File: src/rtl/cp0_unit.sv
// Coprocessor-0 for the M stage of the 5-stage MIPS pipeline.
// Holds SR, Cause, EPC and PRId, and raises Req when an interrupt or exception is taken.
module cp0_unit #(
    parameter logic [31:0] PRID_VALUE  = 32'h2021_0701,
    parameter logic [31:0] EXC_HANDLER = 32'h0000_4180
) (
    input  logic        clk,
    input  logic        reset,
    input  logic [31:0] pc_M,
    input  logic        bd_M,
    input  logic [4:0]  exc_code_M,
    input  logic [5:0]  HWInt,
    input  logic        cp0_we,
    input  logic [4:0]  cp0_addr,
    input  logic [31:0] cp0_wdata,
    input  logic        exl_clr,
    output logic [31:0] cp0_rdata,
    output logic [31:0] EPC_out,
    output logic [31:0] handler_pc,
    output logic        Req
);

    localparam logic [4:0] ADDR_SR    = 5'd12;
    localparam logic [4:0] ADDR_CAUSE = 5'd13;
    localparam logic [4:0] ADDR_EPC   = 5'd14;
    localparam logic [4:0] ADDR_PRID  = 5'd15;

    logic [5:0]  im_reg;
    logic        exl_reg;
    logic        ie_reg;
    logic        bd_reg;
    logic [5:0]  ip_reg;
    logic [4:0]  exc_code_reg;
    logic [31:0] epc_reg;

    logic [5:0]  pending;
    logic        int_req;
    logic        exc_req;
    logic [4:0]  exc_code_next;
    logic [31:0] victim_pc;
    logic [31:0] epc_next;
    logic [31:0] sr_value;
    logic [31:0] cause_value;

    // Per-line masking of the level-sensitive interrupt inputs.
    genvar gi;
    generate
        for (gi = 0; gi < 6; gi++) begin : g_pending
            assign pending[gi] = HWInt[gi] & im_reg[gi];
        end
    endgenerate

    assign int_req       = (|pending) & ie_reg & ~exl_reg;
    assign exc_req       = (exc_code_M != 5'd0) & ~exl_reg;
    assign Req           = int_req | exc_req;
    assign exc_code_next = int_req ? 5'd0 : exc_code_M;

    // A delay-slot victim resumes at its branch, one word earlier.
    assign victim_pc = bd_M ? (pc_M - 32'd4) : pc_M;
    assign epc_next  = {victim_pc[31:2], 2'b00};

    assign sr_value    = {16'b0, im_reg, 8'b0, exl_reg, ie_reg};
    assign cause_value = {bd_reg, 15'b0, ip_reg, 3'b0, exc_code_reg, 2'b0};

    assign EPC_out    = epc_reg;
    assign handler_pc = EXC_HANDLER;

    always_ff @(posedge clk or posedge reset) begin
        if (reset) begin
            im_reg       <= 6'd0;
            exl_reg      <= 1'b0;
            ie_reg       <= 1'b0;
            bd_reg       <= 1'b0;
            ip_reg       <= 6'd0;
            exc_code_reg <= 5'd0;
            epc_reg      <= 32'd0;
        end else begin
            ip_reg <= HWInt;
            // Taking a trap outranks eret, which outranks mtc0.
            if (Req) begin
                exl_reg      <= 1'b1;
                bd_reg       <= bd_M;
                exc_code_reg <= exc_code_next;
                epc_reg      <= epc_next;
            end else if (exl_clr) begin
                exl_reg <= 1'b0;
            end else if (cp0_we) begin
                if (cp0_addr == ADDR_SR) begin
                    im_reg  <= cp0_wdata[15:10];
                    exl_reg <= cp0_wdata[1];
                    ie_reg  <= cp0_wdata[0];
                end else if (cp0_addr == ADDR_EPC) begin
                    epc_reg <= {cp0_wdata[31:2], 2'b00};
                end
            end
        end
    end

    always_comb begin
        cp0_rdata = 32'd0;
        case (cp0_addr)
            ADDR_SR:    cp0_rdata = sr_value;
            ADDR_CAUSE: cp0_rdata = cause_value;
            ADDR_EPC:   cp0_rdata = epc_reg;
            ADDR_PRID:  cp0_rdata = PRID_VALUE;
            default:    cp0_rdata = 32'd0;
        endcase
    end

endmodule

File: config.mk
export PLATFORM = sky130hd
export DESIGN_NAME = cp0_unit
export DESIGN_NICKNAME = d
export VERILOG_FILES = /design/src/rtl/cp0_unit.sv
export SDC_FILE = /design/constraint.sdc
export NUM_CORES = 1
export LEC_CHECK = 0
export ABC_CLOCK_PERIOD_IN_PS = 3200
export CORE_UTILIZATION = 43
export DETAILED_ROUTE_END_ITERATION = 16
export GPL_ROUTABILITY_DRIVEN = 0
export PLACE_DENSITY_LB_ADDON = 0.15
export SYNTH_ARGS = -nofsm -noshare
export SYNTH_HDL_FRONTEND = slang
export SYNTH_SLANG_ARGS = --single-unit
File: constraint.sdc
create_clock -name clk -period 3.2 [get_ports clk]
set_input_delay 0.32 -clock clk [delete_from_list [all_inputs] [get_ports clk]]
set_output_delay 0.32 -clock clk [all_outputs]
set_load 0.005 [all_outputs]
# Yosys cells after proc, flatten, opt, wreduce, memory -nomap -nowiden

Cells that the tools add are included.

$add $sub $neg: 1
Reductions and logical operators: 9
Bitwise operators: 13
Multiplexer cells: 12
Equal/unequal tests: 6

Operators with widths:

| kind                                                                    | count |
|---|---|
| 32-bit two-way mux                                                      | 6 |
| 32-bit one-hot mux with 4 select lines                                  | 1 |
| 32-bit by 3-bit subtractor with 32-bit output, second input constant    | 1 |
| 5-bit by 4-bit equality test with 1-bit output, second input constant   | 4 |
| 1-bit AND                                                               | 9 |
| 4-bit AND reduction                                                     | 2 |
| 3-bit nonzero test                                                      | 2 |
| 6-bit OR reduction                                                      | 1 |
| 5-bit two-way mux                                                       | 1 |
| 5-bit nonzero test                                                      | 1 |
| 1-bit two-way mux                                                       | 4 |
| 2-bit nonzero test                                                      | 2 |
| 1-bit NOT                                                               | 3 |
| 2-bit by 1-bit inequality test with 1-bit output, second input constant | 1 |
| 2-bit inequality test, second input constant                            | 1 |
| 2-bit AND reduction                                                     | 1 |
| 1-bit bitwise OR                                                        | 1 |

Input bits: 85
Output and inout bits: 97
Register bits after elaboration: 52

# Logic depth before layout (Yosys ltp)

Depth after elaboration: 7
Depth in mapped cells: 7

# Least setup slack after synthesis

OpenSTA, ideal clock, no wires.

Path type: register to register
From: register im_reg[0]
To: register ie_reg
Stages on the path, launching flop included: 7
Library setup time: 0.125 ns
Data arrival time: 1.945 ns
Required time: 3.075 ns
Setup slack: 1.130 ns
Path buffers: 0
Cells stage by stage: dfrtp_1 -> a22o_1 -> o31ai_2 -> a21o_1 -> inv_2 -> nor4_4 -> mux2_2

Word-level cells in the longest chain between the ends: 7

RTL lines:

| element                              | RTL line | RTL |
|---|---|---|
| start, declared                      | 28       | `logic [5:0] im_reg;` |
| start signal, assigned               | 89       | `im_reg <= cp0_wdata[15:10];` |
| 1-bit AND                            | 49       | `assign pending[gi] = HWInt[gi] & im_reg[gi];` |
| 6-bit OR reduction                   | 53       | `assign int_req = (\|pending) & ie_reg & ~exl_reg;` |
| 1-bit AND (2 in a row)               | 53       |  |
| 1-bit bitwise OR                     | 55       | `assign Req = int_req \| exc_req;` |
| 1-bit NOT (no source line)           | n/a      |  |
| 4-bit AND reduction (no source line) | n/a      |  |
| end signal, assigned                 | 91       | `ie_reg <= cp0_wdata[0];` |
| end, declared                        | 30       | `logic ie_reg;` |

No other way between the ends.
A chain may end at the register's enable or synchronous reset.

# Final worst setup path

From: input cp0_addr[1]
To: output cp0_rdata[22]

Word-level cells in the longest chain between the ends: 2
Elaborated cells on any way between the ends: 5
Classes of those cells: eq/ne: 4; mux: 1

RTL lines:

| element                                        | RTL line | RTL |
|---|---|---|
| start, declared                                | 14       | `input logic [4:0] cp0_addr,` |
| 5-bit by 4-bit equality test with 1-bit output | 101      | `case (cp0_addr)` |
| 32-bit one-hot mux with 4 select lines *       | 101      |  |
| end, declared                                  | 17       | `output logic [31:0] cp0_rdata,` |

Mark *: on every way between the ends. The rest lies on a longest branch, timed or not.

==> run summary <==
The clock passes through at most 2 buffers. The proportion of layout cells with a drive suffix above 1 is 6.20%. The post-DP HPWL is around 7.2 mm. The clock net sink count is 50. The count of boundary I/O pins came out at around 180.

The average routed wire per standard cell is ~15 um. Dividing total power by cell area gives a power density of ~560 mW/mm^2. The worst-path maximum fanout came out at 14.

The detailed router finished its first iteration with 107 violations. The worst setup path is captured at an output pin. The number of flops mapped to enable cells by yosys came out at 0. CTS placed an instance of sky130_fd_sc_hd__clkbuf_8 at the clock tree root. The number of max-slew violations in the final report came out at 0. By startpoint and endpoint, the worst setup path is classified as in2out. The flow ran to the end, and the final reports show no timing, DRC or antenna violations. The share of the yosys chip area belonging to registers came out at a little over a third.

Setup repair after global routing left no endpoint under its margin. The kind of start point of the critical path is a primary input. The pre-antenna-repair detailed-routing pass consisted of 4 iterations. The post-CTS setup repair buffer count came out at 0. The die is 91.5 um wide. The relative area change from synthesis to final layout came out at 45.1%. The aggregate routed wire length came out at 9.40 mm.

The flip-flop count of the largest register after layout is 30. Global routing consumed, over all layers together, 22.5% of the routing resources. The final cycle utilization of the critical path is approximately 86%. The number of clock buffers added by TritonCTS is 5.

Yosys attributes the largest share of cell area to sky130_fd_sc_hd__dfrtp_1 (36%), sky130_fd_sc_hd__buf_4 (7.8%), sky130_fd_sc_hd__a211oi_1 (5.4%). The pin count of the biggest net entering global routing is 59. The total negative slack for setup checks came out at 0 ns. The number of fillers in the final layout came out at 671. The total setup violations reported at the end of the flow came out at 0. The tightest min-delay check is of the in2reg type. The count of mapped cells out of synthesis came out at approximately 400. The number of vias after detailed routing is approximately 3200. The wire length of the first global-routing pass is between 10 and 15 mm. For the pin with the worst max-slew slack, the measured transition is roughly 1.0 ns. The main flop type after synthesis is sky130_fd_sc_hd__dfrtp_1.

The DRC violation count after routing came out at 0. After clock tree synthesis, the clock-pin slew on the worst setup and hold paths is ~0.10 ns. The synthesized design spends more area on one cell type than any other, namely sky130_fd_sc_hd__dfrtp_1.

The synthesized design contains 50 register bits. The initial antenna violation count is 0. The effective utilization at floorplan came out at around 45%. The number of buffers added to fix hold violations after cts came out at 0. The floorplan step set the die height to roughly 92 um. TritonCTS built the clock tree.

The total of cells resized after clock tree synthesis came out at 0. The data required time of the worst path came out at 2.88 ns. The clock tree skew after final layout came out at around 0.0063 ns. Dividing the detail-routed via count by the number of cells gives around 5.1. Based on the critical path, the design can be clocked at up to approximately 0.37 GHz. The tool flagged a number of max-cap violations equal to 0. The final-report hold violation count came out at 0. The Yosys step of the flow raised 0 warnings. The minimum period implied by the final worst setup slack is 2.74 ns. After synthesis, the share of flip-flops with an asynchronous set or reset is 100%.

The portion of synthesized cell area occupied by the leading cell type is between 30 and 40%. The number of buffers added on ports came out at roughly 150. Averaged over all synthesized cells, the footprint is slightly below 9 um^2. The final layout contains 617 nets. The final global-route overflow total came out at 0. The unique cell type count in the Yosys netlist is 44. Across all hold checks on the routed design, the worst slack comes to 0.477 ns. The number of antenna repair diodes is 0.

In this run the static leakage power is just under 2 nW. IR analysis of the VDD net gives a maximum drop of around 0.33 mV. The die covers 0.00838 mm^2. The worst-skew pair later-pin latency is 0.30 ns. The number of global-route vias before repair came out at roughly 3100. In this run the cell area of the synthesized design comes to roughly 0.0034 mm^2.

In this run the standard cell core region covers between 0.007 and 0.008 mm^2. The post-detailed-route count of antenna-violating nets came out at 0. The headroom to the max-slew limit is between 30% and 40%. In this run the core area contains 32 standard-cell rows. The H-tree was split into 2 levels.

The data arrival time of the critical path came out at between 2 and 2.5 ns.
through the flow:
step	utilization, %	setup slack, ns	power [W]	std cells	cell area, um^2
2_1_floorplan	-	1.13	0.00167	425	3570
3_3_place_gp	63.2	0.459	0.00230	626	4880
3_5_place_dp	63.2	0.388	0.00233	626	4880
4_1_cts	64.7	0.469	0.00281	634	5000
5_1_grt	64.7	0.335	0.00298	634	5000
6_report	64.7	0.461	0.00278	634	5000
metal layers:
metal  vias to the layer above  track usage [%]  share of wire (%)
li1                       1582                -                  -
met1                      1506             29.9                 44
met2                       137             38.3                 48
met3                        10             2.93                6.3
met4                         0             6.48                1.7
met5                         -                0                  0
cell families (layout without fill, tap and decap cells):
group / Yosys count / count (layout) / share of synthesized area (%)
AOI/OAI and AO/OA: 77 / 77 / 14.3
xor gates and xnor gates: 28 / 28 / 7.12
adders and majority gates: 1 / 1 / 0.363
buffers and inverters: 61 / 168 / 10.7
DFF: 50 / 50 / 36.3
muxes: 19 / 19 / 5.77
other: 2 / 34 / 0.218
and+or+nand+nor: 155 / 155 / 25.2
power by group:
group | switching, W | internal [W] | total (W)
logic | 0.000523 | 0.000725 | 0.00125
registers | 0.000186 | 0.000881 | 0.00107
clock network | 0.000228 | 0.000239 | 0.000467
cell usage after synthesis (all sizes together) (2+ instances only):
master / count
nand3: 7
nor3: 5
clkbuf: 13
or3: 5
dfrtp: 50
buf: 41
and2: 14
nand2: 25
xor2: 8
nor2b: 27
a21oi: 31
nand4: 2
a22oi: 6
conb: 2
xnor2: 20
a211oi: 25
a22o: 3
o21ai: 7
mux2i: 12
inv: 7
nor2: 43
nor3b: 2
nor4: 13
or4: 6
mux2: 7
critical path, cell delays in order:
cell	delay (ns)
sky130_fd_sc_hd__clkdlybuf4s50_1	0.81
sky130_fd_sc_hd__nand2b_1	0.23
sky130_fd_sc_hd__nor2_1	0.17
sky130_fd_sc_hd__buf_4	0.24
sky130_fd_sc_hd__and2_1	0.15
sky130_fd_sc_hd__clkdlybuf4s50_1	0.50
path summary, 6_finish.rpt:
kind | startpoint | to | slack, ns | depth (start not counted)
max in group asynchronous | reset | EPC_out[21] | 1.97 | 2
min reg2reg | exc_code_reg[2] | exc_code_reg[2] | 0.48 | 2
min in group asynchronous | reset | EPC_out[30] | 0.59 | 2
max reg2reg | im_reg[0] | im_reg[1] | 0.82 | 6
max | cp0_addr[1] | cp0_rdata[22] | 0.46 | 6
min | HWInt[3] | ip_reg[3] | 0.48 | 1
cell type report:
cell class | count | area, um^2 | share of cell area, %
repair buffers | 153 | 1520 | 30.5
clock buffers | 5 | 68.8 | 1.38
multi-input cells | 314 | 1950 | 39.1
well taps | 102 | 128 | 2.55
clock inverters | 3 | 47.5 | 0.951
flip-flops and latches | 50 | 1250 | 25.0
inverters | 7 | 26.3 | 0.526
cells in the final DEF (no fill, tap or decap), types with 2 or more instances in the layout:
cell type	synthesis	routed
sky130_fd_sc_hd__nor4_2	3	2
sky130_fd_sc_hd__a21oi_1	31	31
sky130_fd_sc_hd__xnor2_1	20	20
sky130_fd_sc_hd__a211oi_1	25	25
sky130_fd_sc_hd__inv_6	0	2
sky130_fd_sc_hd__and2_1	14	14
sky130_fd_sc_hd__nor3_1	5	5
sky130_fd_sc_hd__nor2b_1	27	27
sky130_fd_sc_hd__conb_1	2	34
sky130_fd_sc_hd__mux2_2	7	7
sky130_fd_sc_hd__dfrtp_1	50	50
sky130_fd_sc_hd__nand3_1	7	7
sky130_fd_sc_hd__clkdlybuf4s50_1	0	145
sky130_fd_sc_hd__xor2_1	8	8
sky130_fd_sc_hd__a22o_1	3	3
sky130_fd_sc_hd__clkbuf_8	0	5
sky130_fd_sc_hd__nor2_1	43	43
sky130_fd_sc_hd__buf_4	36	7
sky130_fd_sc_hd__inv_2	1	2
sky130_fd_sc_hd__o21ai_0	7	7
sky130_fd_sc_hd__nor4_1	9	9
sky130_fd_sc_hd__nand2_1	25	25
sky130_fd_sc_hd__or4_1	6	6
sky130_fd_sc_hd__nor4_4	1	2
sky130_fd_sc_hd__mux2i_1	12	12
sky130_fd_sc_hd__a22oi_1	6	6
sky130_fd_sc_hd__inv_1	6	5
sky130_fd_sc_hd__or3_1	5	5
Note: power is estimated with default switching activity, not from simulation.
